$ cat src/rtl/base_digit_encoder_pkg.sv
// Shared definitions for the base digit encoder: base select codes, per-base
// digit limits and the entry FSM state type.
package base_digit_encoder_pkg;

  localparam logic [1:0] SEL_INV = 2'b00;
  localparam logic [1:0] SEL_HEX = 2'b01;
  localparam logic [1:0] SEL_OCT = 2'b10;
  localparam logic [1:0] SEL_DEC = 2'b11;

  localparam logic [1:0] MAX_DIG_DEC = 2'd3;
  localparam logic [1:0] MAX_DIG_HEX = 2'd2;
  localparam logic [1:0] MAX_DIG_OCT = 2'd3;

  typedef enum logic [1:0] {
    EMPTY = 2'd0,
    ENTRY = 2'd1,
    FULL  = 2'd2,
    ERROR = 2'd3
  } state_e;

  // A base of zero marks an invalid select; base_mac rejects every digit then.
  function automatic logic [4:0] base_of(input logic [1:0] sel);
    case (sel)
      SEL_DEC: return 5'd10;
      SEL_HEX: return 5'd16;
      SEL_OCT: return 5'd8;
      default: return 5'd0;
    endcase
  endfunction

  function automatic logic [1:0] max_digits(input logic [1:0] sel);
    case (sel)
      SEL_DEC: return MAX_DIG_DEC;
      SEL_HEX: return MAX_DIG_HEX;
      SEL_OCT: return MAX_DIG_OCT;
      default: return 2'd0;
    endcase
  endfunction

endpackage

$ cat src/rtl/base_mac.sv
// Combinational multiply-accumulate for digit entry: acc*base + digit, with an
// 8-bit range check and a digit-versus-base validity check.
module base_mac (
  input  logic [7:0] acc,
  input  logic [3:0] digit,
  input  logic [4:0] base,
  output logic [7:0] next_acc,
  output logic       ovf,
  output logic       bad_digit
);

  logic [12:0] product;

  // 255*16 + 15 fits in 13 bits, so the upper bits are an exact overflow test.
  always_comb begin
    product   = 13'(acc) * 13'(base) + 13'(digit);
    next_acc  = product[7:0];
    ovf       = |product[12:8];
    bad_digit = (base == 5'd0) || ({1'b0, digit} >= base);
  end

endmodule

$ cat src/rtl/base_digit_encoder.sv
// Keypad digit accumulator for decimal/hex/octal operands with commit, clear,
// overflow trapping and optional backspace (enabled by defining BACKSPACE_EN).
module base_digit_encoder
  import base_digit_encoder_pkg::*;
(
  input  logic       clk,
  input  logic       reset,
  input  logic [1:0] sel,
  input  logic [3:0] digit_in,
  input  logic       digit_strobe,
  input  logic       commit,
  input  logic       clear,
  input  logic       backspace,
  output logic [7:0] acc,
  output logic [7:0] value,
  output logic       valid,
  output logic [1:0] digit_count,
  output logic       overflow,
  output logic       err_digit
);

  state_e     state_q, state_d;
  logic [7:0] acc_q, acc_d;
  logic [7:0] value_q, value_d;
  logic [1:0] count_q, count_d;
  logic [1:0] sel_q, sel_d;
  logic       valid_q, valid_d;
  logic       overflow_q, overflow_d;
  logic       err_q, err_d;

  logic [4:0] base;
  logic [1:0] max_cnt;
  logic [7:0] mac_acc;
  logic       mac_ovf;
  logic       mac_bad;
  logic       in_entry;

  assign base    = base_of(sel);
  assign max_cnt = max_digits(sel);

  base_mac u_mac (
    .acc       (acc_q),
    .digit     (digit_in),
    .base      (base),
    .next_acc  (mac_acc),
    .ovf       (mac_ovf),
    .bad_digit (mac_bad)
  );

`ifndef BACKSPACE_EN
  logic unused_backspace;
  assign unused_backspace = backspace;
`endif

  always_comb begin
    state_d    = state_q;
    acc_d      = acc_q;
    value_d    = value_q;
    count_d    = count_q;
    overflow_d = overflow_q;
    valid_d    = 1'b0;
    err_d      = 1'b0;
    sel_d      = sel;
    in_entry   = (state_q == ENTRY) || (state_q == FULL);

    // Each branch consumes the cycle: lower-priority events are dropped.
    if (clear || (in_entry && (sel != sel_q))) begin
      state_d    = EMPTY;
      acc_d      = 8'd0;
      count_d    = 2'd0;
      overflow_d = 1'b0;
    end else if (commit) begin
      if (in_entry) begin
        value_d = acc_q;
        valid_d = 1'b1;
        acc_d   = 8'd0;
        count_d = 2'd0;
        state_d = EMPTY;
      end
`ifdef BACKSPACE_EN
    end else if (backspace) begin
      if (in_entry) begin
        acc_d   = acc_q / {3'b000, base};
        count_d = count_q - 2'd1;
        state_d = (count_q == 2'd1) ? EMPTY : ENTRY;
      end
`endif
    end else if (digit_strobe && (state_q != ERROR)) begin
      if ((state_q == FULL) || mac_bad) begin
        err_d = 1'b1;
      end else if (mac_ovf) begin
        state_d    = ERROR;
        overflow_d = 1'b1;
      end else begin
        acc_d   = mac_acc;
        count_d = count_q + 2'd1;
        state_d = ((count_q + 2'd1) == max_cnt) ? FULL : ENTRY;
      end
    end
  end

  always_ff @(posedge clk) begin
    sel_q <= sel_d;
    if (reset) begin
      state_q    <= EMPTY;
      acc_q      <= 8'd0;
      value_q    <= 8'd0;
      count_q    <= 2'd0;
      valid_q    <= 1'b0;
      overflow_q <= 1'b0;
      err_q      <= 1'b0;
    end else begin
      state_q    <= state_d;
      acc_q      <= acc_d;
      value_q    <= value_d;
      count_q    <= count_d;
      valid_q    <= valid_d;
      overflow_q <= overflow_d;
      err_q      <= err_d;
    end
  end

  assign acc         = acc_q;
  assign value       = value_q;
  assign valid       = valid_q;
  assign digit_count = count_q;
  assign overflow    = overflow_q;
  assign err_digit   = err_q;

endmodule
$ cat config.mk
export PLATFORM = sky130hd
export DESIGN_NAME = base_digit_encoder
export DESIGN_NICKNAME = d
export VERILOG_FILES = /design/src/rtl/base_digit_encoder_pkg.sv /design/src/rtl/base_mac.sv /design/src/rtl/base_digit_encoder.sv
export SDC_FILE = /design/constraint.sdc
export NUM_CORES = 1
export LEC_CHECK = 0
export CAP_MARGIN = 15
export CORE_MARGIN = 4
export CORE_UTILIZATION = 35
export CTS_CLUSTER_SIZE = 30
export DETAILED_ROUTE_END_ITERATION = 7
export PLACE_DENSITY = 0.64
export SYNTH_ARGS = -nofsm -noshare
export SYNTH_HDL_FRONTEND = slang
export SYNTH_SLANG_ARGS = --single-unit
$ cat constraint.sdc
create_clock -name clk -period 6.7 [get_ports clk]
set_clock_uncertainty 0.05 [all_clocks]
set_input_delay 0.67 -clock clk [delete_from_list [all_inputs] [get_ports clk]]
set_output_delay 0.67 -clock clk [all_outputs]
set_load 0.05 [all_outputs]
==> results.cfg, run 1 <==
[outcome]
status = completed

[floorplanning]
core_area_mm2 = 0.00603
start_util_pct = 36.6
die_area_mm2 = 0.00764
ios = 33
num_rows = 28
die_h_um = 87.4
die_x_um = 87.4

[global_route]
grt_pass1_vias = 1788
grt_pass1_wl_mm = 8.36
track_usage_pct = 13.5
grt_max_degree = 21
grt_antenna_before_repair = 0
grt_overflow_total = 0

[critical_path]
critical_path_arrival_ps = 5200
critical-path-max-stage-delay_ps = 710
startpoint_type = input pin
critPathMaxFanout = 20
required_ps = 6850
slowest_stage = clkdlybuf4s50_1
crit_chain = clkdlybuf4s50_1 > nor2b_1 > and2_1 > ha_1 > ha_1 > fa_1 > inv_1 > fa_1 > nor2b_1 > o31a_1 > o31a_1 > o32ai_2 > nor4_2 > buf_4 > mux2i_1
cp-end-kind = flip-flop
critPathKind = in2reg

[cells_and_area]
drive_gt1_share_pct = 3.94
fin_util_pct = 43.4
area_growth_pct = 18.4
multi_input_area_mm2 = 0.00158
n_antenna_cell = 0
finalNetCount = 334
seq_area_um2 = 500
fillers = 622

[clock_tree]
cts_hold_buffers = 0
clk_latency_ps = 280
cts.repair.resized = 0
cts_buffers = 3
clk_pin_slew_ps = 100
cts_root_buf = clkbuf_8
htreeDepth = 1
cts_tree = yes
clkSinkCount = 25
post-cts-setup-buffers = 0
clk_path_buf_depth = 2

[power_and_ir_drop]
seqPwrFrac_pct = 54.2
power_switching_w = 0.0000721
p_int_w = 0.000207
clkPwrFrac_pct = 33.3
comb_power_share_pct = 12.5
switching_share_pct = 25.9
power_density_mw_per_mm2 = 107
ir_drop_mv = 0.0802
cellLeakagePower_nw = 1.14

[detailed_routing]
antenna_left = 0
drt-total-wl_mm = 4.83
firstDrtPassIters = 4
drtIter0Drc = 61
viasPerCell = 5.10
drc_errors = 0
routedWlPerCell_um = 13.7
dr_total_vias = 1806

[yosys]
synth_flop_cell = dfxtp_1
syn_area_mm2 = 0.00221
synth_edf_count = 0
ys_async_sr_fraction_pct = 0
seq_area_frac_synth_pct = 22.7
syn_nets = 306
avgSynthCellArea_um2 = 8.76
ys_ff_latch = 25
yosysUniqueCellTypes = 44
synth_cells = 252
yosysWarnings = 0

[timing]
hold_viol_final = 0
rsz0062_at_grt = false
fmax_ghz = 0.198
setup_viol_count_final = 0
fin_crit_sh_pct = 75.3
tightest_slew_ps = 875
tns_ps = 0
relSlewSlack_pct = 41.3
drv_slew = 0
min_period_ps = 5050

[place]
hpwl_mm = 3.83
gp_congestion = 0.838
port_buffers = 31

[hold_path]
hold_class = reg2reg

[run]
drv_cap = 0
## kinds of logic after synthesis
kind of cell,after synthesis,synth area share [%]
adder cells (fa/ha/maj),42,26.2
buffers and inverters,28,5.73
XOR/XNOR,5,1.98
multiplexers,20,9.07
AND/OR/NAND/NOR,96,22.9
flip-flops,25,22.7
AO/OA/AOI/OAI,36,11.5
## stage by stage
stage          setup slack (ps)  area (µm²)  cells  hold WS, ps  total power (W)
3_5_place_dp               1350        2570    350          405         0.000190
5_1_grt                    1300        2610    354          481         0.000294
2_1_floorplan              2530        2210    252          413         0.000176
4_1_cts                    1620        2610    354          425         0.000285
3_3_place_gp               1380        2570    350          392         0.000190
6_report                   1650        2610    354          418         0.000279
## synthesized netlist by cell type (3+ instances only)
library cell | count | share of area [%]
a21oi_1 | 8 | 1.8
nand3_1 | 5 | 1.1
o21ai_0 | 6 | 1.4
and2_1 | 18 | 5.1
ha_1 | 35 | 20
fa_1 | 7 | 6.3
xnor2_1 | 3 | 1.2
nor2_1 | 15 | 2.6
mux2i_1 | 20 | 9.1
clkbuf_1 | 4 | 0.68
o31a_1 | 3 | 1.2
nand2_1 | 26 | 4.4
dfxtp_1 | 25 | 23
nand2b_1 | 3 | 0.85
nor2b_1 | 4 | 1.1
nor3b_1 | 3 | 1.0
and3_1 | 9 | 2.6
nor3_1 | 4 | 0.91
o211ai_1 | 3 | 1.0
inv_1 | 18 | 3.1
## cells in the final DEF, fill, tap and decap left out, drive strengths merged
master         netlist  routed
clkbuf               4       3
o32ai                2       2
nand2b               3       3
a221oi               2       2
o21ai                7       7
or3                  2       2
clkinv               0       1
ha                  35      35
nand3                5       5
buf                  6       2
o31ai                2       2
and3                 9       9
and2                18      18
or4                  1       1
a211oi               2       2
o211ai               3       3
nand4b               1       1
a21oi                9       9
nor2b                4       4
xor2                 2       2
mux2i               20      20
dfxtp               25      25
o31a                 3       3
clkdlybuf4s50        0      31
nand2               26      26
inv                 18      18
nor3                 5       5
o221a                1       1
a31oi                1       1
xnor2                3       3
nor4                 3       3
o21a                 2       2
nor2                15      15
fa                   7       7
nand3b               1       1
nor3b                3       3
o41ai                1       1
o22ai                1       1
## worst max-delay path, delay by kind of cell
family | cells | cell delay (ps)
AO/OA/AOI/OAI | 3 | 500
AND/OR/NAND/NOR | 4 | 1200
buffers and inverters | 3 | 1040
adder cells (fa/ha/maj) | 4 | 1560
multiplexers | 1 | 200
## final cells by class
class                   count  area share (%)
repair buffers             33            12.4
multi-input cells         199            60.5
inverters                  18            2.58
clock buffers               3            1.58
flip-flops and latches     25            19.1
well taps                  75            3.59
clock inverters             1           0.191
## sequential cells by signal, indices dropped and copies added (netlist names)
| register | cells |
|---|---|
| valid | 1 |
| digit_count | 2 |
| overflow | 1 |
| sel_q | 2 |
| value | 8 |
| err_digit | 1 |
| acc | 8 |
| state_q | 2 |
## power groups by stage
stage / logic (W) / clock network (W) / registers (W)
finish: 0.0000348 / 0.0000928 / 0.000151
global route: 0.0000389 / 0.000104 / 0.000152
CTS: 0.0000354 / 0.0000983 / 0.000151
detailed placement: 0.0000351 / 0 / 0.000155
global placement: 0.0000349 / 0 / 0.000155
floorplan: 0.0000195 / 0 / 0.000157
## worst paths after layout
kind                                from       end  slack, ps  cells after the start
worst max-delay path              sel[1]    acc[7]       1650                     15
worst min-delay path            overflow  overflow        420                      2
worst max register to register    acc[1]    acc[7]       2960                     13
worst min register to register  overflow  overflow        420                      2
## metal layers
metal / global-route usage [%] / vias up / part of all wire [%]
met1: 18.8 / 840 / 49
li1: - / 942 / -
met5: 0 / - / 0
met4: 3.91 / 0 / 1.2
met3: 2.18 / 5 / 2.0
met2: 21.4 / 19 / 47
No activity file was read; power rests on OpenSTA's default activity.
==> inputs of run 2 (changes only) <==
- PLACE_DENSITY: 0.64 -> 0.66
- clock period: 6.7 -> 4.4 ns (I/O delays scaled with it)
==> run 2 against run 1 <==
Compared with the run above: hold slack worse by 6.7 ps; sequential share of layout area down 1.6 points; core utilization up 3.9 points; clock power up 51%; clock-buffer cell count up 1; sequential cell count unchanged; wire length up 5.6%; first-iteration DRC count unchanged; critical endpoint is now digit_count[1]; highest routed layer unchanged.
==> results.cfg, run 2 (synthesized netlist as in run 1, its figures left out) <==
[power_and_ir_drop]
power_density_mw_per_mm2 = 151
ir_drop_mv = 0.149
cellLeakagePower_nw = 1.26

[cells_and_area]
finalNetCount = 356
area_growth_pct = 29.0
mostFrequentLayoutCells = ha_1, clkdlybuf4s50_1, nand2_1
fillers = 584
final_common_cell = ha_1
fin_util_pct = 47.3
drive_gt1_share_pct = 13.6
fin_area_mm2 = 0.00285
n_antenna_cell = 0

[critical_path]
crit_chain = clkdlybuf4s50_1 > nor2b_1 > buf_4 > and2_1 > ha_1 > inv_1 > fa_1 > inv_1 > ha_1 > ha_1 > buf_4 > o21a_1 > nor2_1 > mux2i_1 > o21ai_2 > nor4_4 > buf_6 > mux2i_1
critical_path_arrival_ps = 4380
critical-path-max-stage-delay_ps = 530
r2r_slack_ps = 660
slowest_stage = fa_1
required_ps = 4550
critPathMaxFanout = 7
cp-end-kind = flip-flop
critPathKind = in2reg
crit_path_frequent_cell = ha_1
r2r-start = acc[4]
ff2ff_path_depth = 15
startpoint_type = input pin
worstReg2RegEnd = digit_count[1]

[outcome]
status = completed

[clock_tree]
clkSinkCount = 25
clk_pin_slew_ps = 90
htreeDepth = 1
cts_buffers = 3
clk_path_buf_depth = 2
cts_tree = yes
clk_latency_ps = 270
cts_root_buf = clkbuf_8

[timing]
setup_ws_ps = 170
setup_viol_count_final = 0
fin_crit_sh_pct = 96.1
min_period_ps = 4230
relSlewSlack_pct = 36.5
tightest_slew_ps = 948
drv_slew = 0
hold_viol_final = 0
tns_ps = 0
fmax_ghz = 0.236

[detailed_routing]
viasPerCell = 5.07
top_layer_used = met4
dr_total_vias = 1907
drc_errors = 0
wl_met3_um = 148
routedWlPerCell_um = 13.6
wirelength_met1_mm = 2.44
antenna_left = 0
firstDrtPassIters = 4
drtIter0Drc = 61
route.met2.wl_mm = 2.45
drt-total-wl_mm = 5.11

[floorplanning]
die_x_um = 87.4
start_util_pct = 36.6
ios = 33
core_area_mm2 = 0.00603
die_area_mm2 = 0.00764
num_rows = 28
die_h_um = 87.4

[hold_path]
worstHoldStart = overflow
min_to = overflow
hold_class = reg2reg
hold_path_depth = 2

[global_route]
grt_max_degree = 20
track_usage_pct = 13.5
grt_pass1_wl_mm = 8.40
grt_overflow_total = 0
grt_antenna_before_repair = 0
grt_pass1_vias = 1847

[place]
hpwl_mm = 3.92
gp_congestion = 0.848
port_buffers = 31
place_ws_ps = -118
place_area_mm2 = 0.00270

[run]
drv_cap = 0
-- run 2: cell count changes in the layout (fill, tap and decap cells not counted), sizes merged --
cell / change
clkinv: -1
clkbuf: +1
buf: +22
-- run 2: repair_timing --
action	4_1_cts	5_1_grt
buffers inserted	0	4
gates resized for setup	0	17
hold buffers	0	0
endpoints found under the setup margin	0	10
-- run 2: how the worst max path moves through the flow --
| stage | slack, ps | depth (start not counted) | to | start |
|---|---|---|---|---|
| after floorplan | 460 | 14 | acc[6] | sel[0] |
| after global placement | -60 | 15 | acc[6] | sel[0] |
| after detailed placement | -120 | 15 | digit_count[0] | sel[0] |
| after CTS | 150 | 15 | digit_count[0] | sel[0] |
| after global routing | -10 | 16 | digit_count[1] | sel[0] |
| final | 170 | 18 | digit_count[1] | sel[0] |
-- run 2: worst max-delay path: cells and delay by family --
kind	cells	cell delay, ps
buffers and inverters	6	1010
and+or+nand+nor	4	790
muxes	2	450
adders and majority gates	4	1400
AOI/OAI and AO/OA	2	300
-- run 2: per-layer routing --
layer	track usage (%)	up-vias
met2	22.6	30
li1	-	984
met3	1.70	7
met4	3.49	0
met1	18.3	886
met5	0	-
-- run 2: layout make-up --
type                       instances  area [µm²]  share of cell area [%]
multi-input combinational        199        1640                    57.7
sequential                        25         500                    17.6
timing repair buffer              55         498                    17.5
tap                               75        93.8                    3.30
inverter                          18        67.6                    2.37
clock buffer                       4        45.0                    1.58
-- run 2: through the flow --
step                hold WS, ps  cells  total power (W)
CTS                         418    371         0.000435
detailed placement          398    367         0.000292
global placement            413    367         0.000292
floorplan                   413    252         0.000268
global route                444    376         0.000452
finish                      412    376         0.000430
-- run 2: power by group --
group          internal [W]  switching (W)
Combinational     0.0000272      0.0000320
Sequential         0.000228     0.00000191
Clock             0.0000649      0.0000753
Total              0.000320       0.000109
